<file path="src/rtl/ext_share_arbiter_if.sv">
// ext_share_arbiter_if: request and result handshake bundle for the shared
// immediate-extension unit.
//
// Handshake: a transfer happens on a rising clock edge where valid and ready
// are both high.
// - A requester raises reqN_valid and holds reqN_imm/reqN_mode stable until
//   it sees reqN_ready.
// - reqN_ready never rises without reqN_valid.
// - The result side presents out_valid with out_data/out_id/out_err held
//   stable until out_ready is seen.
interface ext_share_arbiter_if #(
    parameter int IMM_W = 16,
    parameter int OUT_W = 32
);
    logic             req0_valid;
    logic [IMM_W-1:0] req0_imm;
    logic [1:0]       req0_mode;
    logic             req0_ready;

    logic             req1_valid;
    logic [IMM_W-1:0] req1_imm;
    logic [1:0]       req1_mode;
    logic             req1_ready;

    logic             out_valid;
    logic             out_ready;
    logic [OUT_W-1:0] out_data;
    logic             out_id;
    logic             out_err;

    // Requesters and the consumer.
    modport master (
        output req0_valid, req0_imm, req0_mode,
        input  req0_ready,
        output req1_valid, req1_imm, req1_mode,
        input  req1_ready,
        input  out_valid, out_data, out_id, out_err,
        output out_ready
    );

    // The arbiter.
    modport slave (
        input  req0_valid, req0_imm, req0_mode,
        output req0_ready,
        input  req1_valid, req1_imm, req1_mode,
        output req1_ready,
        output out_valid, out_data, out_id, out_err,
        input  out_ready
    );
endinterface

</file>
<file path="src/rtl/ext_share_arbiter.sv">
// ext_share_arbiter: round-robin sharing of one 16->32 immediate-extension
// unit between decode (requester 0) and the branch/address unit
// (requester 1). The result sits in a single-entry output register.
//
// Optional feature: define EXT_SHARE_LUI_EN to enable mode 2'b10
// (lui, imm << 16). Without it mode 2'b10 is flagged illegal like 2'b11.
module ext_share_arbiter #(
    parameter int IMM_W = 16,
    parameter int OUT_W = 32
) (
    input  logic clk,
    input  logic reset,
    ext_share_arbiter_if.slave bus
);
    localparam int PAD_W = OUT_W - IMM_W;

    logic             out_valid_q;
    logic [OUT_W-1:0] out_data_q;
    logic             out_id_q;
    logic             out_err_q;
    // Requester granted at the last accept; reset to 1 so requester 0 wins
    // the first contention.
    logic             last_grant_q;

    logic             slot_free;
    logic             grant0;
    logic             grant1;
    logic             ready0;
    logic             ready1;
    logic             accept;
    logic [IMM_W-1:0] sel_imm;
    logic [1:0]       sel_mode;
    logic [OUT_W-1:0] ext_data;
    logic             ext_err;

    // Round-robin grant, gated by the output slot being free this cycle.
    always_comb begin
        slot_free = !out_valid_q || bus.out_ready;
        grant0    = bus.req0_valid && (!bus.req1_valid || last_grant_q);
        grant1    = bus.req1_valid && (!bus.req0_valid || !last_grant_q);
        ready0    = grant0 && slot_free;
        ready1    = grant1 && slot_free;
        accept    = ready0 || ready1;
        sel_imm   = ready1 ? bus.req1_imm  : bus.req0_imm;
        sel_mode  = ready1 ? bus.req1_mode : bus.req0_mode;
    end

    // Immediate extension of the granted request.
    always_comb begin
        ext_data = {{PAD_W{1'b0}}, sel_imm};
        ext_err  = 1'b0;
        case (sel_mode)
            2'b01: ext_data = {{PAD_W{sel_imm[IMM_W-1]}}, sel_imm};
`ifdef EXT_SHARE_LUI_EN
            2'b10: ext_data = {sel_imm, {PAD_W{1'b0}}};
`else
            2'b10: ext_err  = 1'b1;
`endif
            2'b11: ext_err  = 1'b1;
            default: ;
        endcase
    end

    // Output register and round-robin pointer; a new accept takes priority
    // over draining, so a same-cycle handshake and accept reloads the slot.
    always_ff @(posedge clk or posedge reset) begin
        if (reset) begin
            out_valid_q  <= 1'b0;
            out_data_q   <= '0;
            out_id_q     <= 1'b0;
            out_err_q    <= 1'b0;
            last_grant_q <= 1'b1;
        end else if (accept) begin
            out_valid_q  <= 1'b1;
            out_data_q   <= ext_data;
            out_id_q     <= ready1;
            out_err_q    <= ext_err;
            last_grant_q <= ready1;
        end else if (bus.out_ready) begin
            out_valid_q  <= 1'b0;
        end
    end

    assign bus.req0_ready = ready0;
    assign bus.req1_ready = ready1;
    assign bus.out_valid  = out_valid_q;
    assign bus.out_data   = out_data_q;
    assign bus.out_id     = out_id_q;
    assign bus.out_err    = out_err_q;
endmodule
</file>
<file path="src/flat_wrapper.sv">
// flat-port wrapper written by rule: the top's interface ports become plain ports
module ext_share_arbiter_flat 
#(
    parameter int IMM_W = 16,
    parameter int OUT_W = 32
)
  (clk, reset, bus_req0_valid, bus_req0_imm, bus_req0_mode, bus_req0_ready, bus_req1_valid, bus_req1_imm, bus_req1_mode, bus_req1_ready, bus_out_valid, bus_out_data, bus_out_id, bus_out_err, bus_out_ready);
  ext_share_arbiter_if #(.IMM_W(IMM_W), .OUT_W(OUT_W)) bus_i ();
  input  logic clk;
  input  logic reset;
  input wire logic [$bits(bus_i.req0_valid)-1:0] bus_req0_valid;
  input wire logic [$bits(bus_i.req0_imm)-1:0] bus_req0_imm;
  input wire logic [$bits(bus_i.req0_mode)-1:0] bus_req0_mode;
  output wire logic [$bits(bus_i.req0_ready)-1:0] bus_req0_ready;
  input wire logic [$bits(bus_i.req1_valid)-1:0] bus_req1_valid;
  input wire logic [$bits(bus_i.req1_imm)-1:0] bus_req1_imm;
  input wire logic [$bits(bus_i.req1_mode)-1:0] bus_req1_mode;
  output wire logic [$bits(bus_i.req1_ready)-1:0] bus_req1_ready;
  output wire logic [$bits(bus_i.out_valid)-1:0] bus_out_valid;
  output wire logic [$bits(bus_i.out_data)-1:0] bus_out_data;
  output wire logic [$bits(bus_i.out_id)-1:0] bus_out_id;
  output wire logic [$bits(bus_i.out_err)-1:0] bus_out_err;
  input wire logic [$bits(bus_i.out_ready)-1:0] bus_out_ready;
  assign bus_i.req0_valid = bus_req0_valid;
  assign bus_i.req0_imm = bus_req0_imm;
  assign bus_i.req0_mode = bus_req0_mode;
  assign bus_req0_ready = bus_i.req0_ready;
  assign bus_i.req1_valid = bus_req1_valid;
  assign bus_i.req1_imm = bus_req1_imm;
  assign bus_i.req1_mode = bus_req1_mode;
  assign bus_req1_ready = bus_i.req1_ready;
  assign bus_out_valid = bus_i.out_valid;
  assign bus_out_data = bus_i.out_data;
  assign bus_out_id = bus_i.out_id;
  assign bus_out_err = bus_i.out_err;
  assign bus_i.out_ready = bus_out_ready;
  ext_share_arbiter #(.IMM_W(IMM_W), .OUT_W(OUT_W)) u_core (.clk(clk), .reset(reset), .bus(bus_i));
endmodule
</file>
<file path="config.mk">
export PLATFORM = sky130hd
export DESIGN_NAME = ext_share_arbiter_flat
export DESIGN_NICKNAME = d
export VERILOG_FILES = /design/src/rtl/ext_share_arbiter_if.sv /design/src/rtl/ext_share_arbiter.sv /design/src/flat_wrapper.sv
export SDC_FILE = /design/constraint.sdc
export NUM_CORES = 1
export LEC_CHECK = 0
export ABC_AREA = 1
export CAP_MARGIN = 40
export CELL_PAD_IN_SITES_DETAIL_PLACEMENT = 2
export CELL_PAD_IN_SITES_GLOBAL_PLACEMENT = 2
export CORE_MARGIN = 3
export CORE_UTILIZATION = 17
export CTS_CLUSTER_DIAMETER = 30
export DETAILED_ROUTE_END_ITERATION = 6
export PLACE_DENSITY = 0.77
export SLEW_MARGIN = 15
export SYNTH_ARGS = -nofsm -noshare
export SYNTH_HDL_FRONTEND = slang
export SYNTH_SLANG_ARGS = --single-unit
</file>
<file path="constraint.sdc">
create_clock -name clk -period 1.3 [get_ports clk]
set_input_delay 0.13 -clock clk [delete_from_list [all_inputs] [get_ports clk]]
set_output_delay 0.13 -clock clk [all_outputs]
set_load 0.05 [all_outputs]
</file>
==> reports/metrics.yaml, run 1 <==
worst_clock_skew_ps: 9.583
fp.dieW_um: 89.97
post-synth-top-area-fraction: 0.4175
detailroute.via_count: 1248
antenna_cells_inserted: 0
slew_violations: 0
synth_area_leader_cell: "dfrtp_1"
rsz_0062_raised_after_global_routing: "true"
drc: 0
slowest_delay_ps: 580
synth_seq_cells: 21
count_of_mapped_cells_out_of_synthesis: 139
timing.critical_path.max_delay_family: "flip-flops"
cts.path.max_buffers: 2
routedWlPerCell_um: 16.00
total_leakage_power_nw: 1.163
stdcell_area_um2: 2693
crit_path_max_fanout: 2
crit_path_cell_trace: "inv_2, nand2_2, nand3_4, buf_6, inv_4, buf_12"
drt-pass1-iter-count: 4
place.port_buffers: 77
last_weighted_congestion_value_of_the_routability_driven_placer: 0.6696
floorplan.initialDensity: 0.1815
timing.slew.headroom: 0.8004
critical_path_class: "flop to primary output"
route.antenna.remaining_nets: 0
groute.usage.overall: 0.1183
yosys-top-cells-area: "dfrtp_1, buf_4, nand2_1, o21ai_0, nor2_1"
ctsHoldBuffers: 0
period_needed_ps: 1540
worstSetupEndpointType: "primary output"
post-route-worst-setup-slack_ps: -240.1
switching_power_w: 0.002461
power_frac_clock: 0.086
grt_start_max_net_pins: 20
drt-vias-per-instance: 3.937
worst-endpoint-arrival_ps: 1410
grt_first_pass_wirelength_mm: 7.603
setup_violations: 20
timing.final.hold_violations: 0
clkSlewWorstSetupHoldPaths_ps: 90
totalWireLength_mm: 5.071
dieHeight_um: 89.97
synth.net_count: 180
synthesized_area_per_cell_um2: 8.623
ctsRootBufferMaster: "clkbuf_8"
ys_seq_area_frac: 0.4395
period_share: 1.185
fin_nets: 266
dp.final_hpwl_mm: 3.687
fp.dieArea_um2: 8095
clk-insertion-delay-late_ps: 270
grt_pass1_vias: 1366
worst_hold_path_type: "input pin to async pin"
overflow: 0
timing.hold.ws_ps: 104.8
synth.yosys.warnings: 0
power_report.internal_total_w: 0.002858
post_synth_num_cell_types: 19
drt_first_iter_violations: 46
post_route_cells_drive_above_1_share: 0.5045
cp_slowest_cell: "dfstp_2"
run_status: "finished with violations"
clock_buffers_created_by_tritoncts: 3
comb_power_share: 0.699
placeableCoreArea_um2: 6604
initial_antenna_violation_count: 0
endpoint_required_time_on_the_critical_path_ps: 1170
p_sw_frac: 0.4627
cts_sinks: 21
io_pins: 78
worstMarginPinSlew_ps: 299.1
timing.critical_path.from_type: "flop"
cp_num_buf_inv: 4
max_freq_mhz: 649.3
setup_total_negative_slack_ps: -3268
cap_viol_max_count: 0
sequentialPowerShare: 0.216
fp-row-count: 29
ctsHtreeMaxLevel: 1
dpl_cell_area_um2: 2452
area_of_the_mapped_netlist_um2: 1199
layout-area-overhead-vs-synth_pct: 124.6
tritoncts: "done"
failed_checks: "negative setup slack"
vdd.ir_drop.worst_mv: 1.121
power_density_over_the_cells_nw_per_um2: 1975
cells by family (layout without fill, tap and decap cells):
group                  Yosys count  after routing  share of synthesized area
buffers and inverters           29            114                     0.1722
AND/OR/NAND/NOR                 57             57                     0.2328
AO/OA/AOI/OAI                   32             32                     0.1555
flip-flops                      21             21                     0.4395
stage by stage:
stage	std cells	util	setup slack [ps]	power [W]
floorplan	139	-	-14.98	0.002850
global placement	304	0.3714	-144.0	0.004581
detailed placement	304	0.3714	-293.7	0.004653
CTS	313	0.3909	-177.0	0.005225
global route	317	0.4077	-290.2	0.005554
finish	317	0.4077	-240.1	0.005318
repair_timing:
item | 4_1_cts | 5_1_grt
setup buffers | 5 | 4
setup endpoints to repair | 20 | 21
pin swaps | 3 | 10
gates resized for setup | 21 | 27
per-layer routing:
layer | track usage | share of wire | wire (um) | vias up
met3 | 0.03255 | 0.057 | 289 | 10
met1 | 0.1387 | 0.40 | 2011 | 591
met5 | 0 | 0 | 0 | -
met2 | 0.2118 | 0.52 | 2648 | 49
li1 | - | - | - | 598
met4 | 0.03189 | 0.024 | 121 | 0
registers in the layout (all words and copies together), names as in the netlist:
register,cells
u_core.bus.out_data,17
u_core.bus.out_valid,1
u_core.bus.out_err,1
u_core.last_grant_q,1
u_core.bus.out_id,1
placed cells by master, fill, tap and decap left out, drive strengths merged:
master and instances:
clkdlybuf4s50 40, nand3 2, nand2 35, clkinv 1, o21ai 32, nor2 18, buf 61, clkbuf 3
inv 9, dfrtp 20, nand4 2, dfstp 1
area by class of cell:
| class | count | area, um^2 |
|---|---|---|
| inverters | 9 | 51.30 |
| clock inverters | 1 | 5.005 |
| well taps | 93 | 116.4 |
| repair buffers | 101 | 1383 |
| flip-flops and latches | 21 | 528.0 |
| multi-input cells | 89 | 568.0 |
| fillers | 698 | 3911 |
| clock buffers | 3 | 41.29 |
cell usage after synthesis:
| cell | n |
|---|---|
| buf_4 | 16 |
| buf_12 | 1 |
| o21ai_0 | 14 |
| nor2_1 | 18 |
| buf_6 | 2 |
| inv_1 | 7 |
| o21ai_1 | 11 |
| nand3_4 | 1 |
| clkbuf_2 | 1 |
| nand2_1 | 23 |
| nand2_2 | 10 |
| nand3_2 | 1 |
| nand4_1 | 2 |
| inv_6 | 1 |
| o21ai_2 | 7 |
| inv_2 | 1 |
| nand2_4 | 2 |
| dfstp_2 | 1 |
| dfrtp_1 | 20 |
worst register-to-register path, cell delays in order, from the launching register on:
cell	delay (ps)
dfstp_2	580
inv_2	60
nand2_2	90
nand3_4	90
buf_6	140
nand2_8	120
buf_12	150
o21ai_4	60
o21ai_2	140
power by group through the flow:
stage / Combinational (W) / Sequential [W] / Clock, W
CTS: 0.00361 / 0.00115 / 0.000462
global route: 0.00388 / 0.00118 / 0.000493
floorplan: 0.00108 / 0.00177 / 0
finish: 0.00372 / 0.00115 / 0.000455
detailed placement: 0.00350 / 0.00115 / 0
global placement: 0.00344 / 0.00114 / 0
final timing paths:
kind | to | cells past startpoint | from | slack, ps
min in group clk | u_core.bus.out_data[10]$_DFFE_PP0P_ | 3 | bus_req0_imm[10] | 460
setup reg to reg | u_core.bus.out_data[3]$_DFFE_PP0P_ | 8 | u_core.last_grant_q$_DFFE_PP1P_ | -200
hold / removal | u_core.bus.out_data[4]$_DFFE_PP0P_ | 2 | reset | 100
max in group asynchronous | u_core.bus.out_data[30]$_DFFE_PP0P_ | 3 | reset | 750
setup / recovery | bus_req0_ready | 6 | u_core.last_grant_q$_DFFE_PP1P_ | -240
hold reg to reg | u_core.bus.out_data[2]$_DFFE_PP0P_ | 2 | u_core.bus.out_data[2]$_DFFE_PP0P_ | 560
(Power assumes the default switching activity.)
==> inputs of run 2 (changes only) <==
--- a/config.mk
+++ b/config.mk
@@ -9,6 +9,7 @@
 export CAP_MARGIN = 40
 export CELL_PAD_IN_SITES_DETAIL_PLACEMENT = 2
 export CELL_PAD_IN_SITES_GLOBAL_PLACEMENT = 2
+export CORE_ASPECT_RATIO = 0.9
 export CORE_MARGIN = 3
 export CORE_UTILIZATION = 17
 export CTS_CLUSTER_DIAMETER = 30
==> reports/metrics.yaml, run 2 (synthesis gave the netlist of run 1 again) <==
period_share: 1.127
clock_buffers_created_by_tritoncts: 3
overflow: 0
routedWlPerCell_um: 15.71
totalWireLength_mm: 5.027
power_frac_clock: 0.082
cp_num_buf_inv: 4
drt-pass1-iter-count: 4
last_weighted_congestion_value_of_the_routability_driven_placer: 0.6833
grt_pass1_vias: 1402
routed_metal_1_wirelength_mm: 1.874
timing.slew.headroom: 0.8461
detailroute.via_count: 1287
rsz_0062_raised_after_global_routing: "true"
timing.hold.ws_ps: 180.2
clkSlewWorstSetupHoldPaths_ps: 80
fp-row-count: 28
grt_start_max_net_pins: 22
crit_path_max_fanout: 7
fp.dieArea_um2: 8096
grt_first_pass_wirelength_mm: 7.265
fillers: 694
wl_met3_um: 305
power_density_over_the_cells_nw_per_um2: 1912
drt-vias-per-instance: 4.022
total_leakage_power_nw: 1.239
worstSetupEndpointType: "flop"
vdd.ir_drop.worst_mv: 0.5734
met2RoutedLength_mm: 2.828
dp.final_hpwl_mm: 3.520
placeableCoreArea_um2: 6691
power_report.internal_total_w: 0.002956
drc: 0
layout.cells.most_common: "buf_12"
sequentialPowerShare: 0.212
critical_path_class: "flop to flop"
comb_power_share: 0.706
ctsRootBufferMaster: "clkbuf_8"
io_pins: 78
floorplan.initialDensity: 0.1791
fp.dieW_um: 94.51
cp_slowest_cell: "dfstp_2"
post-route-worst-setup-slack_ps: -165.2
antenna_cells_inserted: 0
run_status: "finished with violations"
groute.usage.overall: 0.1154
preCtsSetupSlack_ps: -245.8
clk-insertion-delay-late_ps: 260
ctsHtreeMaxLevel: 1
layout-area-overhead-vs-synth_pct: 138.9
switching_power_w: 0.002520
crit_path_cell_trace: "inv_2, nand2_2, nand3_4, buf_6, nand2_8, buf_12, clkinv_8, nand2_2, o21ai_2"
worst_hold_path_type: "input pin to async pin"
drt_first_iter_violations: 13
timing.critical_path.from_type: "flop"
slowest_delay_ps: 560
max_freq_mhz: 682.5
cap_viol_max_count: 0
timing.critical_path.max_delay_family: "flip-flops"
cts_sinks: 21
place.port_buffers: 77
p_sw_frac: 0.4602
dieHeight_um: 85.66
fin_nets: 272
cts.path.max_buffers: 2
failed_checks: "negative setup slack"
endpoint_required_time_on_the_critical_path_ps: 1460
slew_violations: 0
flip_flop_count_of_the_largest_register_all_copies_and_words_added: 17
timing.final.hold_violations: 0
topRoutingLayerUsed: "met4"
post_route_cells_drive_above_1_share: 0.5304
route.antenna.remaining_nets: 0
worst-endpoint-arrival_ps: 1630
setup_violations: 23
worst_clock_skew_ps: 3.534
worstMarginPinSlew_ps: 230.2
final_cell_mix: "buf_12, clkdlybuf4s50_1, dfrtp_1"
tritoncts: "done"
period_needed_ps: 1465
initial_antenna_violation_count: 0
worst_path_most_repeated_cell: "nand2_2"
==> run 2: final timing paths <==
kind	from	endpoint	slack, ps	cells past startpoint
min in group clk	bus_req0_imm[14]	u_core.bus.out_data[14]$_DFFE_PP0P_	480	3
worst max register to register	u_core.last_grant_q$_DFFE_PP1P_	u_core.bus.out_data[3]$_DFFE_PP0P_	-170	9
worst min register to register	u_core.last_grant_q$_DFFE_PP1P_	u_core.last_grant_q$_DFFE_PP1P_	530	2
worst min-delay path	reset	u_core.bus.out_data[12]$_DFFE_PP0P_	180	3
max in group asynchronous	reset	u_core.last_grant_q$_DFFE_PP1P_	890	3
worst max-delay path	u_core.last_grant_q$_DFFE_PP1P_	u_core.bus.out_data[3]$_DFFE_PP0P_	-170	9
==> run 2: worst register-to-register path, cell delays in order (launching register included) <==
cell and delay (ps):
dfstp_2 560, inv_2 40, nand2_2 70, nand3_4 80
buf_6 140, nand2_8 140, buf_12 150, clkinv_8 70
nand2_2 60, o21ai_2 50
==> run 2: stage by stage <==
stage / power, W / TNS, ps / utilization / cell area (um^2) / cells
after detailed placement: 0.004617 / -4659 / 0.3637 / 2434 / 299
after global placement: 0.004540 / -2483 / 0.3637 / 2434 / 299
after CTS: 0.005252 / -2102 / 0.3921 / 2624 / 313
final: 0.005476 / -2831 / 0.4280 / 2864 / 320
after global routing: 0.005746 / -4514 / 0.4280 / 2864 / 320
after floorplan: 0.002850 / -14.98 / - / 1207 / 139
==> run 2: final cells by class <==
cell class | instances | area [um^2] | area share
Inverter | 9 | 65.06 | 0.02272
Sequential cell | 21 | 528.0 | 0.1844
Tap cell | 90 | 112.6 | 0.03932
Timing Repair inverter | 3 | 36.28 | 0.01267
Clock buffer | 4 | 45.04 | 0.01573
Timing Repair Buffer | 103 | 1479 | 0.5164
Multi-Input combinational cell | 90 | 598.1 | 0.2088
==> run 2: repair_timing <==
item | in CTS | in global routing
cloned | 1 | 4
gates resized for setup | 26 | 37
endpoints found under the hold margin | 0 | 0
buffers inserted | 9 | 4
hold buffers | 0 | 0
pin swaps | 8 | 4
endpoints found under the setup margin | 21 | 23
==> run 2: power groups by stage <==
stage | Sequential, W | Combinational (W) | Clock, W
2_1_floorplan | 0.00177 | 0.00108 | 0
3_3_place_gp | 0.00115 | 0.00339 | 0
3_5_place_dp | 0.00116 | 0.00346 | 0
4_1_cts | 0.00115 | 0.00362 | 0.000482
5_1_grt | 0.00120 | 0.00405 | 0.000499
6_report | 0.00116 | 0.00387 | 0.000448
==> run 2: layer usage <==
metal	global-route usage	vias to the layer above
li1	-	616
met1	0.1240	621
met2	0.2287	48
met3	0.02982	2
met4	0.01573	0
met5	0	-
==> inputs of run 3 (changes only) <==
--- a/config.mk
+++ b/config.mk
@@ -14,7 +14,7 @@
 export CORE_UTILIZATION = 17
 export CTS_CLUSTER_DIAMETER = 30
 export DETAILED_ROUTE_END_ITERATION = 6
-export PLACE_DENSITY = 0.77
+export PLACE_DENSITY_LB_ADDON = 0.1
 export SLEW_MARGIN = 15
 export SYNTH_ARGS = -nofsm -noshare
 export SYNTH_HDL_FRONTEND = slang
==> reports/metrics.yaml, run 3 (synthesis gave the netlist of run 1 again) <==
p_sw_frac: 0.4605
fp.dieW_um: 94.51
place.port_buffers: 77
drc: 0
postLayoutCoreUtil: 0.3966
tritoncts: "done"
run_status: "finished with violations"
critical_path.reg2reg.startpoint: "u_core.last_grant_q$_DFFE_PP1P_"
global_routing_usage_on_met2: 0.2358
dieHeight_um: 85.66
last_weighted_congestion_value_of_the_routability_driven_placer: 0.6432
timing.critical_path.from_type: "flop"
clk-insertion-delay-late_ps: 270
power_frac_clock: 0.087
setup_total_negative_slack_ps: -1543
placeableCoreArea_um2: 6691
reg2reg_to: "u_core.bus.out_data[4]$_DFFE_PP0P_"
worst_clock_skew_ps: 3.654
sequentialPowerShare: 0.217
fillers: 698
critical_path_class: "flop to primary output"
route.antenna.remaining_nets: 0
flip_flop_count_of_the_largest_register_all_copies_and_words_added: 17
power_density_over_the_cells_nw_per_um2: 1974
timing.slew.headroom: 0.8040
switching_power_w: 0.002412
stdcell_area_um2: 2654
io_pins: 78
max_freq_mhz: 690.3
worst_hold_path_type: "input pin to async pin"
cts.path.max_buffers: 2
post_route_cells_drive_above_1_share: 0.4751
comb_power_share: 0.696
regToRegSetupSlack_ps: -120
groute.usage.overall: 0.1249
clock_buffers_created_by_tritoncts: 3
grt_start_max_net_pins: 22
total_leakage_power_nw: 1.149
fp.dieArea_um2: 8096
gr-usage-met3: 0.02982
grt_pass1_vias: 1479
endpoint_required_time_on_the_critical_path_ps: 1170
clkSlewWorstSetupHoldPaths_ps: 80
ctsHtreeMaxLevel: 1
post-route-worst-setup-slack_ps: -148.6
drt_first_iter_violations: 17
worstSetupEndpointType: "primary output"
initial_antenna_violation_count: 0
fin_nets: 263
power_report.internal_total_w: 0.002826
rr_worst_depth: 8
drt-pass1-iter-count: 2
routedWlPerCell_um: 15.25
dp.final_hpwl_mm: 3.879
use_met1: 0.1314
worst-endpoint-arrival_ps: 1320
rsz_0062_raised_after_global_routing: "true"
crit_path_max_fanout: 7
ctsHoldBuffers: 0
dpl_cell_area_um2: 2451
period_share: 1.114
worstMarginPinSlew_ps: 293.9
cts_sinks: 21
totalWireLength_mm: 4.744
detailroute.via_count: 1249
antenna_cells_inserted: 0
ctsRootBufferMaster: "clkbuf_8"
fp-row-count: 28
timing.final.hold_violations: 0
cap_viol_max_count: 0
setup_violations: 19
vdd.ir_drop.worst_mv: 0.8253
layout-area-overhead-vs-synth_pct: 121.4
grt_first_pass_wirelength_mm: 7.672
drt-vias-per-instance: 4.016
globalRoute.busiestLayer: "met2"
floorplan.initialDensity: 0.1791
failed_checks: "negative setup slack"
period_needed_ps: 1449
slew_violations: 0
final_cell_mix: "clkdlybuf4s50_1, buf_12, nand2_1"
overflow: 0
## run 3: what timing repair did
| item | 4_1_cts | 5_1_grt |
|---|---|---|
| endpoints found under the setup margin | 19 | 21 |
| buffers inserted | 3 | 1 |
| pin swaps | 2 | 12 |
| cloned | 0 | 0 |
| resized for setup | 16 | 28 |
## run 3: power by group through the flow
stage | clock network (W) | logic (W) | registers (W)
global route | 0.000521 | 0.00383 | 0.00117
CTS | 0.000482 | 0.00358 | 0.00115
detailed placement | 0 | 0.00351 | 0.00116
finish | 0.000457 | 0.00364 | 0.00114
floorplan | 0 | 0.00108 | 0.00177
global placement | 0 | 0.00344 | 0.00114
## run 3: worst max path at each step
stage               slack [ps]                             start                            endpoint  cells past startpoint
global route              -230   u_core.last_grant_q$_DFFE_PP1P_                      bus_req0_ready                      6
floorplan                  -10  u_core.bus.out_valid$_DFFE_PP0P_     u_core.last_grant_q$_DFFE_PP1P_                      4
detailed placement        -230                    bus_req1_valid  u_core.bus.out_data[4]$_DFFE_PP0P_                      6
finish                    -150   u_core.last_grant_q$_DFFE_PP1P_                      bus_req1_ready                      5
CTS                       -170   u_core.last_grant_q$_DFFE_PP1P_                      bus_req1_ready                      5
global placement          -180                    bus_req1_valid  u_core.bus.out_data[7]$_DFFE_PP0P_                      7
## run 3: per-stage QoR
step	hold slack, ps	power, W	instances	setup slack (ps)
2_1_floorplan	105.7	0.002850	139	-14.98
5_1_grt	230.7	0.005523	311	-227.5
6_report	198.1	0.005238	311	-148.6
3_5_place_dp	523.4	0.004662	303	-225.3
4_1_cts	219.8	0.005209	310	-166.2
3_3_place_gp	505.8	0.004576	303	-176.3
## run 3: per-layer routing
| layer | wire [um] | vias to the layer above |
|---|---|---|
| met5 | 0 | - |
| met4 | 99 | 0 |
| met3 | 298 | 5 |
| met2 | 2628 | 39 |
| met1 | 1717 | 611 |
| li1 | - | 594 |
## run 3: critical path, cell delays in order, from the launching register on
cell and delay [ps]:
dfstp_2 550, nand2_2 80, nand3_4 80, inv_2 60
buf_6 140, buf_12 140
## run 3: layout make-up
| type | instances | area [um^2] | share of cell area |
|---|---|---|---|
| timing repair buffer | 98 | 1363 | 0.5134 |
| multi-input combinational | 89 | 555.5 | 0.2093 |
| sequential | 21 | 528.0 | 0.1990 |
| tap | 90 | 112.6 | 0.04243 |
| inverter | 9 | 48.80 | 0.01839 |
| clock buffer | 3 | 41.29 | 0.01556 |
| clock inverter | 1 | 5.005 | 0.001886 |
